File: config.mk
export PLATFORM = sky130hd
export DESIGN_NAME = fir_output_requantizer_flat
export DESIGN_NICKNAME = d
export VERILOG_FILES = /design/src/rtl/fir_output_requantizer_if.sv /design/src/rtl/fir_output_requantizer.sv /design/src/flat_wrapper.sv
export SDC_FILE = /design/constraint.sdc
export NUM_CORES = 1
export LEC_CHECK = 0
export CAP_MARGIN = 0
export CORE_ASPECT_RATIO = 0.9
export CORE_MARGIN = 3
export CORE_UTILIZATION = 30
export CTS_BUF_LIST = sky130_fd_sc_hd__clkbuf_2
export DETAILED_ROUTE_END_ITERATION = 12
export PLACE_DENSITY = 0.51
export SETUP_SLACK_MARGIN = 0.2
export SKIP_CTS_REPAIR_TIMING = 1
export SYNTH_ARGS = -nofsm -noshare
export SYNTH_HDL_FRONTEND = slang
export SYNTH_SLANG_ARGS = --single-unit
File: constraint.sdc
create_clock -name i_clk -period 2.9 [get_ports i_clk]
set_input_delay 0.435 -clock i_clk [delete_from_list [all_inputs] [get_ports i_clk]]
set_output_delay 0.435 -clock i_clk [all_outputs]
set_load 0.01 [all_outputs]
File: src/rtl/fir_output_requantizer_if.sv
// Stream bundle for fir_output_requantizer: accumulator input and FIFO output handshake.
// The slave modport is the requantizer's view; master is the source/sink side.
interface fir_output_requantizer_if #(
    parameter int IN_W  = 41,
    parameter int OUT_W = 16
);
    logic             in_valid;
    logic [IN_W-1:0]  in_data;
    logic             out_valid;
    logic             out_ready;
    logic [OUT_W-1:0] out_data;

    modport slave (
        input  in_valid,
        input  in_data,
        input  out_ready,
        output out_valid,
        output out_data
    );

    modport master (
        output in_valid,
        output in_data,
        output out_ready,
        input  out_valid,
        input  out_data
    );
endinterface

File: src/rtl/fir_output_requantizer.sv
// Decimate, round-half-up, saturate a FIR accumulator to OUT_W bits and buffer in a FWFT FIFO.
// Optional macro RQ_STATS_EN enables the saturation/drop statistics counters.
module fir_output_requantizer #(
    parameter int IN_W  = 41,
    parameter int OUT_W = 16,
    parameter int SHIFT = 14,
    parameter int DECIM = 4,
    parameter int DEPTH = 8
) (
    input  logic                     i_clk,
    input  logic                     i_rst_n,
    fir_output_requantizer_if.slave  s_if,
    input  logic                     i_clr_stat,
    output logic [$clog2(DEPTH):0]   o_fifo_level,
    output logic [15:0]              o_sat_cnt,
    output logic [15:0]              o_drop_cnt
);
    localparam int AW   = $clog2(DEPTH);
    localparam int PH_W = (DECIM > 1) ? $clog2(DECIM) : 1;
    localparam logic [PH_W-1:0]        PH_LAST = PH_W'(DECIM - 1);
    localparam logic [IN_W:0]          RND     = (IN_W+1)'((64'd1 << SHIFT) >> 1);
    localparam logic signed [IN_W:0]   SAT_MAX = (IN_W+1)'((64'd1 << (OUT_W-1)) - 64'd1);
    localparam logic signed [IN_W:0]   SAT_MIN = ~SAT_MAX;

    logic [PH_W-1:0]         r_phase;
    logic                    w_keep;
    logic [IN_W:0]           w_sum;
    logic signed [IN_W:0]    w_shr;
    logic                    w_hi;
    logic                    w_lo;
    logic                    w_sat;
    logic [OUT_W-1:0]        w_q;
    logic                    r_q_valid;
    logic [OUT_W-1:0]        r_q_data;

    assign w_keep = s_if.in_valid && (r_phase == '0);

    always_ff @(posedge i_clk or negedge i_rst_n) begin
        if (!i_rst_n) begin
            r_phase <= '0;
        end else if (s_if.in_valid) begin
            r_phase <= (r_phase == PH_LAST) ? '0 : r_phase + 1'b1;
        end
    end

    // One guard bit above the input so the rounding offset can never overflow.
    assign w_sum = {s_if.in_data[IN_W-1], s_if.in_data} + RND;
    assign w_shr = $signed(w_sum) >>> SHIFT;
    assign w_hi  = w_shr > SAT_MAX;
    assign w_lo  = w_shr < SAT_MIN;
    assign w_sat = w_keep && (w_hi || w_lo);
    assign w_q   = w_hi ? SAT_MAX[OUT_W-1:0] : (w_lo ? SAT_MIN[OUT_W-1:0] : w_shr[OUT_W-1:0]);

    always_ff @(posedge i_clk or negedge i_rst_n) begin
        if (!i_rst_n) begin
            r_q_valid <= 1'b0;
            r_q_data  <= '0;
        end else begin
            r_q_valid <= w_keep;
            if (w_keep) begin
                r_q_data <= w_q;
            end
        end
    end

    logic [OUT_W-1:0] r_mem [DEPTH];
    logic [AW-1:0]    r_wr_ptr;
    logic [AW-1:0]    r_rd_ptr;
    logic [AW:0]      r_level;
    logic [OUT_W-1:0] r_out_data;
    logic             w_pop;
    logic             w_full;
    logic             w_push;
    logic             w_drop;
    logic [AW-1:0]    w_rd_ptr_next;
    logic [AW:0]      w_level_next;

    assign w_pop         = (r_level != '0) && s_if.out_ready;
    assign w_full        = (r_level == (AW+1)'(DEPTH));
    assign w_push        = r_q_valid && (!w_full || w_pop);
    assign w_drop        = r_q_valid && w_full && !w_pop;
    assign w_rd_ptr_next = w_pop ? r_rd_ptr + 1'b1 : r_rd_ptr;

    always_comb begin
        w_level_next = r_level;
        if (w_push && !w_pop) begin
            w_level_next = r_level + 1'b1;
        end else if (!w_push && w_pop) begin
            w_level_next = r_level - 1'b1;
        end
    end

    always_ff @(posedge i_clk) begin
        if (w_push) begin
            r_mem[r_wr_ptr] <= r_q_data;
        end
    end

    // Head register is the registered RAM read at the next read pointer, with a
    // bypass when that slot is being written this very cycle.
    always_ff @(posedge i_clk or negedge i_rst_n) begin
        if (!i_rst_n) begin
            r_wr_ptr   <= '0;
            r_rd_ptr   <= '0;
            r_level    <= '0;
            r_out_data <= '0;
        end else begin
            r_rd_ptr <= w_rd_ptr_next;
            r_level  <= w_level_next;
            if (w_push) begin
                r_wr_ptr <= r_wr_ptr + 1'b1;
            end
            if (w_level_next != '0) begin
                r_out_data <= (w_push && (r_wr_ptr == w_rd_ptr_next)) ? r_q_data
                                                                       : r_mem[w_rd_ptr_next];
            end
        end
    end

    assign s_if.out_valid = (r_level != '0);
    assign s_if.out_data  = r_out_data;
    assign o_fifo_level   = r_level;

`ifdef RQ_STATS_EN
    logic [15:0] r_sat_cnt;
    logic [15:0] r_drop_cnt;

    always_ff @(posedge i_clk or negedge i_rst_n) begin
        if (!i_rst_n) begin
            r_sat_cnt  <= '0;
            r_drop_cnt <= '0;
        end else if (i_clr_stat) begin
            r_sat_cnt  <= '0;
            r_drop_cnt <= '0;
        end else begin
            if (w_sat && (r_sat_cnt != 16'hFFFF)) begin
                r_sat_cnt <= r_sat_cnt + 1'b1;
            end
            if (w_drop && (r_drop_cnt != 16'hFFFF)) begin
                r_drop_cnt <= r_drop_cnt + 1'b1;
            end
        end
    end

    assign o_sat_cnt  = r_sat_cnt;
    assign o_drop_cnt = r_drop_cnt;
`else
    logic [2:0] w_unused_stats;
    assign w_unused_stats = {i_clr_stat, w_sat, w_drop};
    assign o_sat_cnt      = '0;
    assign o_drop_cnt     = '0;
`endif
endmodule

File: src/flat_wrapper.sv
// flat-port wrapper written by rule: the top's interface ports become plain ports
module fir_output_requantizer_flat 
#(
    parameter int IN_W  = 41,
    parameter int OUT_W = 16,
    parameter int SHIFT = 14,
    parameter int DECIM = 4,
    parameter int DEPTH = 8
)
  (i_clk, i_rst_n, i_clr_stat, o_fifo_level, o_sat_cnt, o_drop_cnt, s_if_in_valid, s_if_in_data, s_if_out_ready, s_if_out_valid, s_if_out_data);
  fir_output_requantizer_if #(.IN_W(IN_W), .OUT_W(OUT_W)) s_if_i ();
  input  logic i_clk;
  input  logic i_rst_n;
  input  logic i_clr_stat;
  output logic [$clog2(DEPTH):0] o_fifo_level;
  output logic [15:0] o_sat_cnt;
  output logic [15:0] o_drop_cnt;
  input wire logic [$bits(s_if_i.in_valid)-1:0] s_if_in_valid;
  input wire logic [$bits(s_if_i.in_data)-1:0] s_if_in_data;
  input wire logic [$bits(s_if_i.out_ready)-1:0] s_if_out_ready;
  output wire logic [$bits(s_if_i.out_valid)-1:0] s_if_out_valid;
  output wire logic [$bits(s_if_i.out_data)-1:0] s_if_out_data;
  assign s_if_i.in_valid = s_if_in_valid;
  assign s_if_i.in_data = s_if_in_data;
  assign s_if_i.out_ready = s_if_out_ready;
  assign s_if_out_valid = s_if_i.out_valid;
  assign s_if_out_data = s_if_i.out_data;
  fir_output_requantizer #(.IN_W(IN_W), .OUT_W(OUT_W), .SHIFT(SHIFT), .DECIM(DECIM), .DEPTH(DEPTH)) u_core (.i_clk(i_clk), .i_rst_n(i_rst_n), .s_if(s_if_i), .i_clr_stat(i_clr_stat), .o_fifo_level(o_fifo_level), .o_sat_cnt(o_sat_cnt), .o_drop_cnt(o_drop_cnt));
endmodule
## Word-level counts from Yosys, hierarchy flattened

Memories as Yosys holds them, arrays and structs flattened. A register that Yosys moved wholly into a read port is not among the register bits.
Cells that the tools add are included.

| storage, ports and cells | value |
|---|---|
| register bits after elaboration | 29 |
| output and inout bits | 53 |
| bits of input ports | 46 |
| logic and storage cells | 38 |
| memories kept | 1 |
| bits in writable memories | 128 |

| cells by class | value |
|---|---|
| equal/unequal tests | 2 |
| muxes and demuxes | 8 |
| reductions and logical operators | 13 |
| add/sub/neg operators | 6 |
| order comparisons | 2 |

Memories:

| memory | words | width | rd ports | clocked after Yosys merged registers in | write ports | line | text |
|---|---|---|---|---|---|---|---|
| u_core.r_mem | 8 | 16 | 1 | 1 | 1 | fir_output_requantizer.sv:66 | `logic [OUT_W-1:0] r_mem [DEPTH];` |

Operators by type and width:

| operator | number |
|---|---|
| $add A41 B15 Y42 const B | 1 |
| $mux W16 | 2 |
| $gt A28 B16 Y1 const B | 1 |
| $lt A28 B16 Y1 const B | 1 |
| $mux W4 | 2 |
| $reduce_bool A4 Y1 | 2 |
| $add A3 B1 Y3 const B | 2 |
| $logic_and A1 B1 Y1 | 5 |
| $add A4 B1 Y4 const B | 1 |
| $eq A4 B4 Y1 const B | 1 |
| $logic_not A1 Y1 | 4 |
| $sub A4 B1 Y4 const B | 1 |
| $mux W3 | 1 |
| $add A2 B1 Y2 const B | 1 |
| $eq A2 B2 Y1 const B | 1 |
| $logic_not A2 Y1 | 1 |
| $mux W1 | 2 |
| $mux W2 | 1 |
| $logic_or A1 B1 Y1 | 1 |

## Longest topological paths before layout

Gate-level depths: netlist of the first run.

| depth | value |
|---|---|
| depth after elaboration | 9 |
| mapped depth | 12 |
| gate-level depth less buffers | 10 |

## Worst setup path after synthesis of the first run

OpenSTA, ideal clock, no wires.

| path | value |
|---|---|
| path type | flip-flop to flip-flop |
| start point | register u_core.r_level[0], in the netlist u_core.o_fifo_level[0] |
| end point | memory u_core.r_mem[0][0], enable pin |
| path buffers | 0 |
| path slack | -0.231 ns |
| required time | 2.470 ns |
| arrival time | 2.701 ns |
| stages on the path, launching flop included | 6 |
| setup time | 0.430 ns |
| cell sequence | dfrtp_1 -> inv_1 -> ha_1 -> nand2b_1 -> o21ai_1 -> nor4_1 |

| between the ends | value |
|---|---|
| cells in the longest elaborated chain, start to end | 6 |
| elaborated cells on any way between the ends | 8 |
| those cells by class | eq/ne (1); mux (2); reduce/logical (5) |

Ends and longest elaborated chain:

| item | line | text |
|---|---|---|
| start: declaration | fir_output_requantizer.sv:69 | `logic [AW:0] r_level;` |
| start signal: assignment | fir_output_requantizer.sv:109 | `r_level <= w_level_next;` |
| $eq A4 B4 Y1 or $reduce_bool A4 Y1 (tied branches) | fir_output_requantizer.sv:79, fir_output_requantizer.sv:78 |  |
| $logic_not A1 Y1 or $logic_and A1 B1 Y1 (tied branches) | fir_output_requantizer.sv:80, fir_output_requantizer.sv:78 |  |
| $logic_or A1 B1 Y1 * | fir_output_requantizer.sv:80 | `assign w_push = r_q_valid && (!w_full \|\| w_pop);` |
| $logic_and A1 B1 Y1 * | fir_output_requantizer.sv:80 |  |
| $mux W1 * | fir_output_requantizer.sv:94 | `if (w_push) begin` |
| $mux W1 (not written as such) * | fir_output_requantizer.sv:95 | `r_mem[r_wr_ptr] <= r_q_data;` |
| end: declaration | fir_output_requantizer.sv:66 |  |

Mark *: on every way between the ends. The rest lies on a longest branch, timed or not.

## Worst setup path after layout of the first run

| path | value |
|---|---|
| start point | register u_core.r_level[1], in the netlist u_core.o_fifo_level[1] |
| end point | register u_core.r_out_data[0], in the netlist u_core.s_if.out_data[0], read port of u_core.r_mem |

| between the ends | value |
|---|---|
| cells in the longest elaborated chain, start to end | 9 |
| elaborated cells on any way between the ends | 16 |
| those cells by class | add/sub (2); eq/ne (1); mux (3); reduce/logical (10) |

Ends and longest elaborated chain:

| item | line | text |
|---|---|---|
| $eq A4 B4 Y1 or $reduce_bool A4 Y1 (tied branches) | fir_output_requantizer.sv:79, fir_output_requantizer.sv:78 |  |
| $logic_not A1 Y1 or $logic_and A1 B1 Y1 (tied branches) | fir_output_requantizer.sv:80, fir_output_requantizer.sv:78 |  |
| $logic_or A1 B1 Y1 | fir_output_requantizer.sv:80 |  |
| $logic_and A1 B1 Y1 | fir_output_requantizer.sv:80 |  |
| $logic_not A1 Y1 | fir_output_requantizer.sv:88 | `end else if (!w_push && w_pop) begin` |
| $logic_and A1 B1 Y1 | fir_output_requantizer.sv:88 |  |
| $mux W4 | fir_output_requantizer.sv:88 |  |
| $mux W4 | fir_output_requantizer.sv:86 | `if (w_push && !w_pop) begin` |
| $reduce_bool A4 Y1 | fir_output_requantizer.sv:113 | `if (w_level_next != '0) begin` |
| end: declaration | fir_output_requantizer.sv:70 | `logic [OUT_W-1:0] r_out_data;` |

Several ways; a longest one is shown, not always the timed one.
A chain may end at the register's enable or synchronous reset.

==> run summary, run 1 <==
The worst slack after detailed placement came out at -150 ps. By area the synthesized netlist is led by sky130_fd_sc_hd__edfxtp_1, sky130_fd_sc_hd__dfrtp_1, sky130_fd_sc_hd__mux2i_1. The clock sink total came out at 173. The clock tree synthesis step divided the H-tree into 4 levels. The data required time at the worst endpoint is 3610 ps.

The tree is rooted in a sky130_fd_sc_hd__clkbuf_2. The starting density of the core is 31.1%. The full die area came out at 28600 µm². The minimum setup slack among reg-to-reg paths is ~180 ps. The number of antenna violations at the first check in global routing is 1. The highest clock frequency the design can meet came out at 368 MHz. For this run, the leading register cell type out of synthesis is sky130_fd_sc_hd__edfxtp_1.

The growth of design area from synthesis to finish is 24.7%. The netlist uses 53 different library cells. The worst max-slew margin expressed relative to the limit came out at a little under a third. The core region is between 20000 and 30000 µm². Among all cell types in the netlist, the one instantiated most often is sky130_fd_sc_hd__edfxtp_1.

The pin slew with the least headroom to its limit is 1050 ps. The worst setup path is captured at a flip-flop. The biggest area consumer among synthesized cells is sky130_fd_sc_hd__edfxtp_1. The critical path is of the flip-flop to flip-flop type. The total number of placement rows is 55. The via count of the first global-routing pass is around 5k. For this design the top-level I/O count stands at just under 100. The non-filler instance count after layout came out at 1065. In this run the critical register-to-register path is captured at u_core.s_if.out_data[0]$_DFFE_PN0P_.

The number of synthesized register bits came out at ~170. The critical path arrival came out at between 3000 and 4000 ps. The clock tree from TritonCTS is built. The count of nets left with antenna violations once routing finished came out at 0.

The area used by sequential logic in the layout came out at 4970 µm². The detailed placer's ending HPWL came out at between 10000 and 15000 µm. The switching portion of total power is between 30% and 40%. The sequential share of power came out at between 40 and 50%. The kind of launch point of the worst setup path is a flip-flop. For this design the total switching power over the nets is 3.51 mW. Counting instances in the post-synthesis netlist gives the leading cell types as sky130_fd_sc_hd__edfxtp_1, sky130_fd_sc_hd__mux2i_1, sky130_fd_sc_hd__dfrtp_1, sky130_fd_sc_hd__buf_4. The number of remaining DRC errors is 0. The final worst-path cycle share is 93.7%. The portion of the post-synthesis area used by sequential elements came out at 62.3%. Dividing total power by cell area gives a power density of 972 nW/µm².

The share of the synthesized area in the top cell type is 48.2%. Entering global routing, the biggest net connects 46 pins. The die is 178 µm wide. The ratio of cells with drive above 1 in the final layout is around 22%. The number of synthesis warnings came out at 0. The clock network latency to the later pin of the worst-skew pair is 740 ps.

Clock skew on the completed layout was measured at approximately 44 ps. Before antenna repair, the detailed router went through 5 iterations. Summing over every cut layer, the via total after detailed routing is 5168. The final period demand of the worst path is approximately 2700 ps.

Setup repair after global routing could not meet its margin everywhere. In the global route stage, met2 resource usage came out at between 10% and 20%. The overall overflow remaining after global route came out at 0. The total of buffers placed on input and output ports came out at 52. The number of flops mapped to enable cells by yosys is 128.

The flow ran to the end, and the final reports show no timing, DRC or antenna violations. The layer flagged by global routing as most heavily used is met2. Tracing the worst setup path back leads to its startpoint at u_core.o_fifo_level[1]$_DFF_PN0_. The power share of the combinational group came out at between 40 and 50%. The design internal power is 6.15 mW. Measured along the y axis, the die boundary spans between 150 and 200 µm. The global placer's final weighted congestion came out at 0.833.

After filler insertion, the fill cell instance count of the layout stands at approximately 2.4k. The class of the most critical hold timing path is input port to flip-flop. The count of cells along the worst register-to-register path is 12. For met1 alone, demand over resource in global routing was between 15 and 20%. The leakage dissipation came out at 3.86 nW. The post-synth design cell area is 7980 µm². The worst-case clock buffer depth came out at 2. Setup violations remaining at the end of the flow were counted as 0. The critical path ends at u_core.s_if.out_data[0]$_DFFE_PN0P_.

The worst setup margin is 183 ps. After clock tree synthesis, the clock-pin slew on the worst setup and hold paths is 260 ps. The count of maximum capacitance violations came out at 0.

The clock network accounts for around 14% of the total power. Once placement completed, the tool counted placed cells totaling 1016. The detail-routed via count per cell came out at 4.85. The number of endpoints with negative hold slack in the final report came out at 0. The highest ir drop seen on vdd came out at 0.284 mV. The fraction of met3 tracks used by global routing came out at between 3 and 4%. In this run the critical register-to-register path is launched from u_core.o_fifo_level[1]$_DFF_PN0_. The synthesized area per cell came out at 13.5 µm².

The net count of the finished layout is between 700 and 800. The number of slew-limit violations in the final report is 0. The detail-routed net length per standard cell is 17.4 µm. Of all nets on the critical path, the largest fanout is 16. The async set-reset flop share out of synthesis is 26.0%. The total routed wirelength came out at about 18000 µm. The first global-routing pass estimated 27500 µm of wire. The multi-input gate area in the final layout is 2850 µm². The DRC marker count from the first detailed-route iteration came out at between 300 and 400. The overall track demand over capacity in global routing is 12.6%. The total CTS buffers is 17. The gate count after technology mapping is 590.
-- cell families after synthesis --
| family | Yosys count | synth area share, % |
|---|---|---|
| compound gates | 95 | 7.92 |
| xor+xnor | 23 | 2.53 |
| flops | 173 | 62.3 |
| buf+inv | 72 | 5.46 |
| mux | 97 | 12.5 |
| simple gates | 122 | 8.19 |
| fa+ha+maj | 7 | 1.10 |
| other cells | 1 | 0.0470 |
-- cell usage in the layout (no fill, tap or decap), types with 12 or more instances in the layout --
| cell | count |
|---|---|
| sky130_fd_sc_hd__conb_1 | 32 |
| sky130_fd_sc_hd__o22ai_1 | 16 |
| sky130_fd_sc_hd__edfxtp_1 | 128 |
| sky130_fd_sc_hd__buf_12 | 13 |
| sky130_fd_sc_hd__dfrtp_1 | 45 |
| sky130_fd_sc_hd__nand2_1 | 23 |
| sky130_fd_sc_hd__clkdlybuf4s50_1 | 50 |
| sky130_fd_sc_hd__nor2_1 | 28 |
| sky130_fd_sc_hd__a21oi_1 | 28 |
| sky130_fd_sc_hd__clkbuf_2 | 17 |
| sky130_fd_sc_hd__nand3_1 | 13 |
| sky130_fd_sc_hd__mux2i_1 | 77 |
| sky130_fd_sc_hd__buf_4 | 53 |
| sky130_fd_sc_hd__a221o_1 | 16 |
| sky130_fd_sc_hd__xor2_1 | 12 |
-- through the flow --
| stage | power [mW] | instance area [µm²] | TNS, ps | utilization (%) | hold WS, ps |
|---|---|---|---|---|---|
| 2_1_floorplan | 6.20 | 8130 | 0 | - | 139 |
| 3_3_place_gp | 7.68 | 9300 | -1820 | 36.2 | 469 |
| 6_report | 9.66 | 9940 | 0 | 38.7 | 311 |
| 3_5_place_dp | 7.80 | 9300 | -1960 | 36.2 | 478 |
| 4_1_cts | 9.18 | 9570 | -45.3 | 37.3 | -222 |
| 5_1_grt | 10.2 | 9940 | 0 | 38.7 | 220 |
-- layout make-up --
type / instances / area share, %
timing repair buffer: 128 / 13.8
tap: 342 / 4.30
antenna: 1 / 0.0252
clock buffer: 17 / 0.856
inverter: 13 / 0.491
sequential: 173 / 50.0
clock inverter: 15 / 1.87
multi-input combinational: 376 / 28.7
-- worst max-delay path, stage by stage (launching register included) --
cell and delay [ps]:
sky130_fd_sc_hd__dfrtp_1 440, sky130_fd_sc_hd__inv_1 60, sky130_fd_sc_hd__ha_2 170, sky130_fd_sc_hd__nor3b_4 210
sky130_fd_sc_hd__inv_2 110, sky130_fd_sc_hd__a211oi_4 290, sky130_fd_sc_hd__buf_12 200, sky130_fd_sc_hd__xor2_1 160
sky130_fd_sc_hd__nand4_1 130, sky130_fd_sc_hd__buf_6 160, sky130_fd_sc_hd__buf_12 150, sky130_fd_sc_hd__a21oi_1 350
sky130_fd_sc_hd__mux2_2 230
-- layer usage --
layer  share of wire (%)  routed length, µm
met1                  48               8920
met2                  45               8340
met3                 5.7               1050
met4                0.93                172
met5                   0                  0
-- power by group through the flow --
stage	Sequential (mW)	Clock, mW	Combinational [mW]
after CTS	3.97	1.42	3.79
after global routing	4.06	1.52	4.65
final	3.98	1.36	4.32
after global placement	3.98	0	3.71
after detailed placement	4.03	0	3.77
after floorplan	3.87	0	2.33
-- how the worst min path moves through the flow --
stage / cells past startpoint / to / slack (ps) / from
2_1_floorplan: 0 / u_core.o_fifo_level[0]$_DFF_PN0_ / 140 / i_rst_n
3_5_place_dp: 1 / u_core.s_if.out_data[9]$_DFFE_PN0P_ / 480 / u_core.s_if.out_data[9]$_DFFE_PN0P_
4_1_cts: 1 / u_core.o_fifo_level[3]$_DFF_PN0_ / -220 / i_rst_n
3_3_place_gp: 1 / u_core.s_if.out_data[8]$_DFFE_PN0P_ / 470 / u_core.s_if.out_data[8]$_DFFE_PN0P_
5_1_grt: 3 / u_core.r_phase[0]$_DFFE_PN0P_ / 220 / s_if_in_valid
6_report: 3 / u_core.r_phase[1]$_DFFE_PN0P_ / 310 / s_if_in_valid
-- sequential cells by signal, summed over array words and instances (netlist names) --
name / flops
u_core.s_if.out_data: 16
u_core.r_q_valid: 1
u_core.r_phase: 2
u_core.r_mem: 128
u_core.r_wr_ptr: 3
u_core.o_fifo_level: 4
u_core.r_rd_ptr: 3
u_core.r_q_data: 16
No activity file was read; power rests on OpenSTA's default activity.
==> run 2: changes to the inputs <==
CORE_MARGIN = 10   (was 3)
==> run summary, run 2 (same netlist as run 1, synthesis figures left out) <==
The most common cell after layout, fill and taps aside is sky130_fd_sc_hd__edfxtp_1 (unchanged). The total power density per cell area came out at 931 nW/µm² (was 972 nW/µm²). The starting density of the core was 30.5% (was 31.1%). The pin slew with the least headroom to its limit was 1060 ps (was 1050 ps).

The clock root buffer is sky130_fd_sc_hd__clkbuf_2 (unchanged). The area used by sequential logic in the layout came out at 4970 µm² (unchanged). The clock edge transition at the registers on the reported setup and hold paths is 240 ps (was 260 ps). The worst max-slew margin expressed relative to the limit came out at 29.1% (was 30.3%).

The number of antenna violations at the first check in global routing was 1 (unchanged). The worst-case clock buffer depth was 2 (unchanged). The global placer's final weighted congestion is 0.813 (was 0.833). The number of flip-flops under the largest register name is 128 (unchanged). The type of the worst setup path was flip-flop to flip-flop (unchanged). The sequential share of power came out at 44.5% (was 41.2%). The total of buffers placed on input and output ports came out at 52 (unchanged). The count of maximum capacitance violations came out at 0 (unchanged). The first-pass GRT wire length is 29200 µm (was 27500 µm). The number of ports placed on the die boundary is 99 (unchanged). The number of fillers in the final layout came to 2519 (was 2431). The startpoint of the worst setup timing path is u_core.o_fifo_level[0]$_DFF_PN0_ (was u_core.o_fifo_level[1]$_DFF_PN0_). The count of nets left with antenna violations after detail routing came out at 0 (unchanged).

The switching portion of total power is 36.5% (was 36.3%). The DRC marker count from the first detailed-route iteration came to 241 (was 354). The design internal power is 5.67 mW (was 6.15 mW).

The number of levels in the clock H-tree came out at 4 (unchanged). The setup TNS came to 0 ps (unchanged). The number of endpoints with negative hold slack in the final report came out at 0 (unchanged).

The sort of element at the end of the critical path was a flip-flop (unchanged). The number of slew-limit violations in the final report came out at 0 (unchanged). The clock sink total came out at 173 (unchanged). The final number of setup-violating endpoints is 0 (unchanged). The final worst-path cycle share came out at 91.4% (was 93.7%). The detail-routed via count per cell came out at 4.64 (was 4.85). Commonest cells after routing, fill and taps aside: sky130_fd_sc_hd__edfxtp_1, sky130_fd_sc_hd__mux2i_1, sky130_fd_sc_hd__buf_4 (unchanged). The clock network latency to the later pin of the worst-skew pair is 680 ps (was 740 ps). The kind of launch point of the worst setup path is a flip-flop (unchanged).

The clock tree skew after final layout came out at 31.1 ps (was 44.4 ps). The highest clock frequency the design can meet came out at 377 MHz (was 368 MHz). The overall track demand over capacity in global routing came out at 11.1% (was 12.6%).

The height of the chip was 175 µm (was 161 µm). The detailed placer's ending HPWL came out at 12700 µm (was 11900 µm). The ratio of cells with drive above 1 in the final layout is 18.9% (was 21.9%). The overall overflow remaining after global route came to 0 (unchanged). The launching point of the worst reg2reg path is u_core.o_fifo_level[0]$_DFF_PN0_ (was u_core.o_fifo_level[1]$_DFF_PN0_). The worst hold path startpoint is s_if_in_valid (unchanged). The clock tree from TritonCTS is built (unchanged).

The full die area is 33500 µm² (was 28600 µm²). The final-stage net count came out at 755 (was 762). The number of vias after detailed routing came out at 4942 (was 5168). Outcome: complete, no violations (unchanged). The multi-input gate area in the final layout came out at 2790 µm² (was 2850 µm²). The net switching power came out at 3.26 mW (was 3.51 mW). The total CTS buffers was 17 (unchanged). The register name with the most flops is u_core.r_mem (unchanged). The total routed wirelength is 18700 µm (was 18500 µm). The detail-routed net length per standard cell came out at 17.5 µm (was 17.4 µm). The class of the most critical hold timing path was input port to flip-flop (unchanged).

The count of TritonRoute iterations in the first routing pass came out at 4 (was 5). The number of remaining DRC errors was 0 (unchanged). Unrepaired setup endpoints after global routing: true (unchanged).

The via count of the first global-routing pass came out at 5195 (was 4931). The total number of placement rows was 56 (was 55). The width of the die came out at 192 µm (was 178 µm). The power share of the clock group is 11.2% (was 14.1%). The floorplan core area came to 26100 µm² (was 25700 µm²). The data required time at the worst endpoint is 3560 ps (was 3610 ps). The highest ir drop seen on vdd is 0.345 mV (was 0.284 mV). The largest fanout on the critical path came to 32 (was 16).

The largest net degree at the start of global routing is 46 (unchanged). The growth of design area from synthesis to finish is 20.2% (was 24.7%). The final period demand of the worst path is 2650 ps (was 2720 ps). The critical path arrival is 3310 ps (was 3420 ps). The power share of the combinational group came out at 44.4% (was 44.7%). The total power came out at 8.93 mW (was 9.66 mW). The leakage dissipation is 3.71 nW (was 3.86 nW).
[run 2: cell count changes in the layout (fill, tap and decap cells not counted), moves of 2 or more]
cell                        previous run  this run
sky130_fd_sc_hd__bufinv_16             3         0
sky130_fd_sc_hd__mux2_4                4         0
sky130_fd_sc_hd__buf_4                53        56
sky130_fd_sc_hd__clkbuf_2             17        24
sky130_fd_sc_hd__nor2_1               28        34
sky130_fd_sc_hd__buf_12               13         8
sky130_fd_sc_hd__mux2_1                4         6
sky130_fd_sc_hd__inv_6                 4         1
sky130_fd_sc_hd__clkbuf_16             5         2
sky130_fd_sc_hd__mux2_2               10        12
sky130_fd_sc_hd__nor2_2                7         1
sky130_fd_sc_hd__a21oi_1              28        34
sky130_fd_sc_hd__a21oi_2               6         0
[run 2: area by class of cell]
cell class | instances | share of cell area (%)
clock buffers | 24 | 1.25
clock inverters | 8 | 0.483
diodes | 1 | 0.0261
flip-flops and latches | 173 | 51.8
multi-input cells | 376 | 29.1
inverters | 13 | 0.509
well taps | 348 | 4.54
repair buffers | 121 | 12.3
[run 2: power by group through the flow]
stage               logic [mW]  clock network [mW]  registers, mW
finish                    3.96               0.997           3.97
global route              4.32                1.17           4.05
CTS                       3.81                1.05           3.96
detailed placement        3.80                   0           4.02
global placement          3.74                   0           3.97
floorplan                 2.33                   0           3.87
[run 2: final timing paths]
path	to	slack, ps	cells past startpoint
worst min register to register	u_core.s_if.out_data[9]$_DFFE_PN0P_	520	1
worst max register to register	u_core.s_if.out_data[6]$_DFFE_PN0P_	250	12
worst min-delay path	u_core.r_phase[0]$_DFFE_PN0P_	400	3
max in group asynchronous	u_core.r_q_data[0]$_DFFE_PN0P_	1780	2
min in group asynchronous	u_core.s_if.out_data[2]$_DFFE_PN0P_	440	2
worst max-delay path	u_core.s_if.out_data[6]$_DFFE_PN0P_	250	12
[run 2: critical path, cell delays in order (launching register included)]
cell and delay [ps]:
sky130_fd_sc_hd__dfrtp_1 420, sky130_fd_sc_hd__inv_1 60, sky130_fd_sc_hd__ha_2 170, sky130_fd_sc_hd__nor3b_4 220
sky130_fd_sc_hd__inv_2 120, sky130_fd_sc_hd__a211oi_4 250, sky130_fd_sc_hd__buf_6 160, sky130_fd_sc_hd__buf_12 150
sky130_fd_sc_hd__xor2_1 140, sky130_fd_sc_hd__nand4_1 160, sky130_fd_sc_hd__buf_12 210, sky130_fd_sc_hd__a21oi_1 340
sky130_fd_sc_hd__mux2_2 230
[run 2: stage by stage]
step           std cells  util, %  hold slack, ps  area, µm²  worst slack [ps]
3_3_place_gp        1021     35.5             470       9270              -117
5_1_grt             1064     36.7             311       9590              81.4
2_1_floorplan        621        -             139       8130               208
6_report            1064     36.7             403       9590               249
4_1_cts             1053     36.1            -134       9430              34.3
3_5_place_dp        1021     35.5             481       9270              -160
[run 2: per-layer routing]
| metal | global-route usage [%] | part of all wire [%] | vias to the layer above | wire (µm) |
|---|---|---|---|---|
| li1 | - | - | 2396 | - |
| met1 | 14.9 | 49 | 2420 | 9180 |
| met2 | 17.5 | 45 | 116 | 8470 |
| met3 | 2.87 | 4.5 | 10 | 842 |
| met4 | 2.64 | 0.95 | 0 | 178 |
| met5 | 0 | 0 | - | 0 |
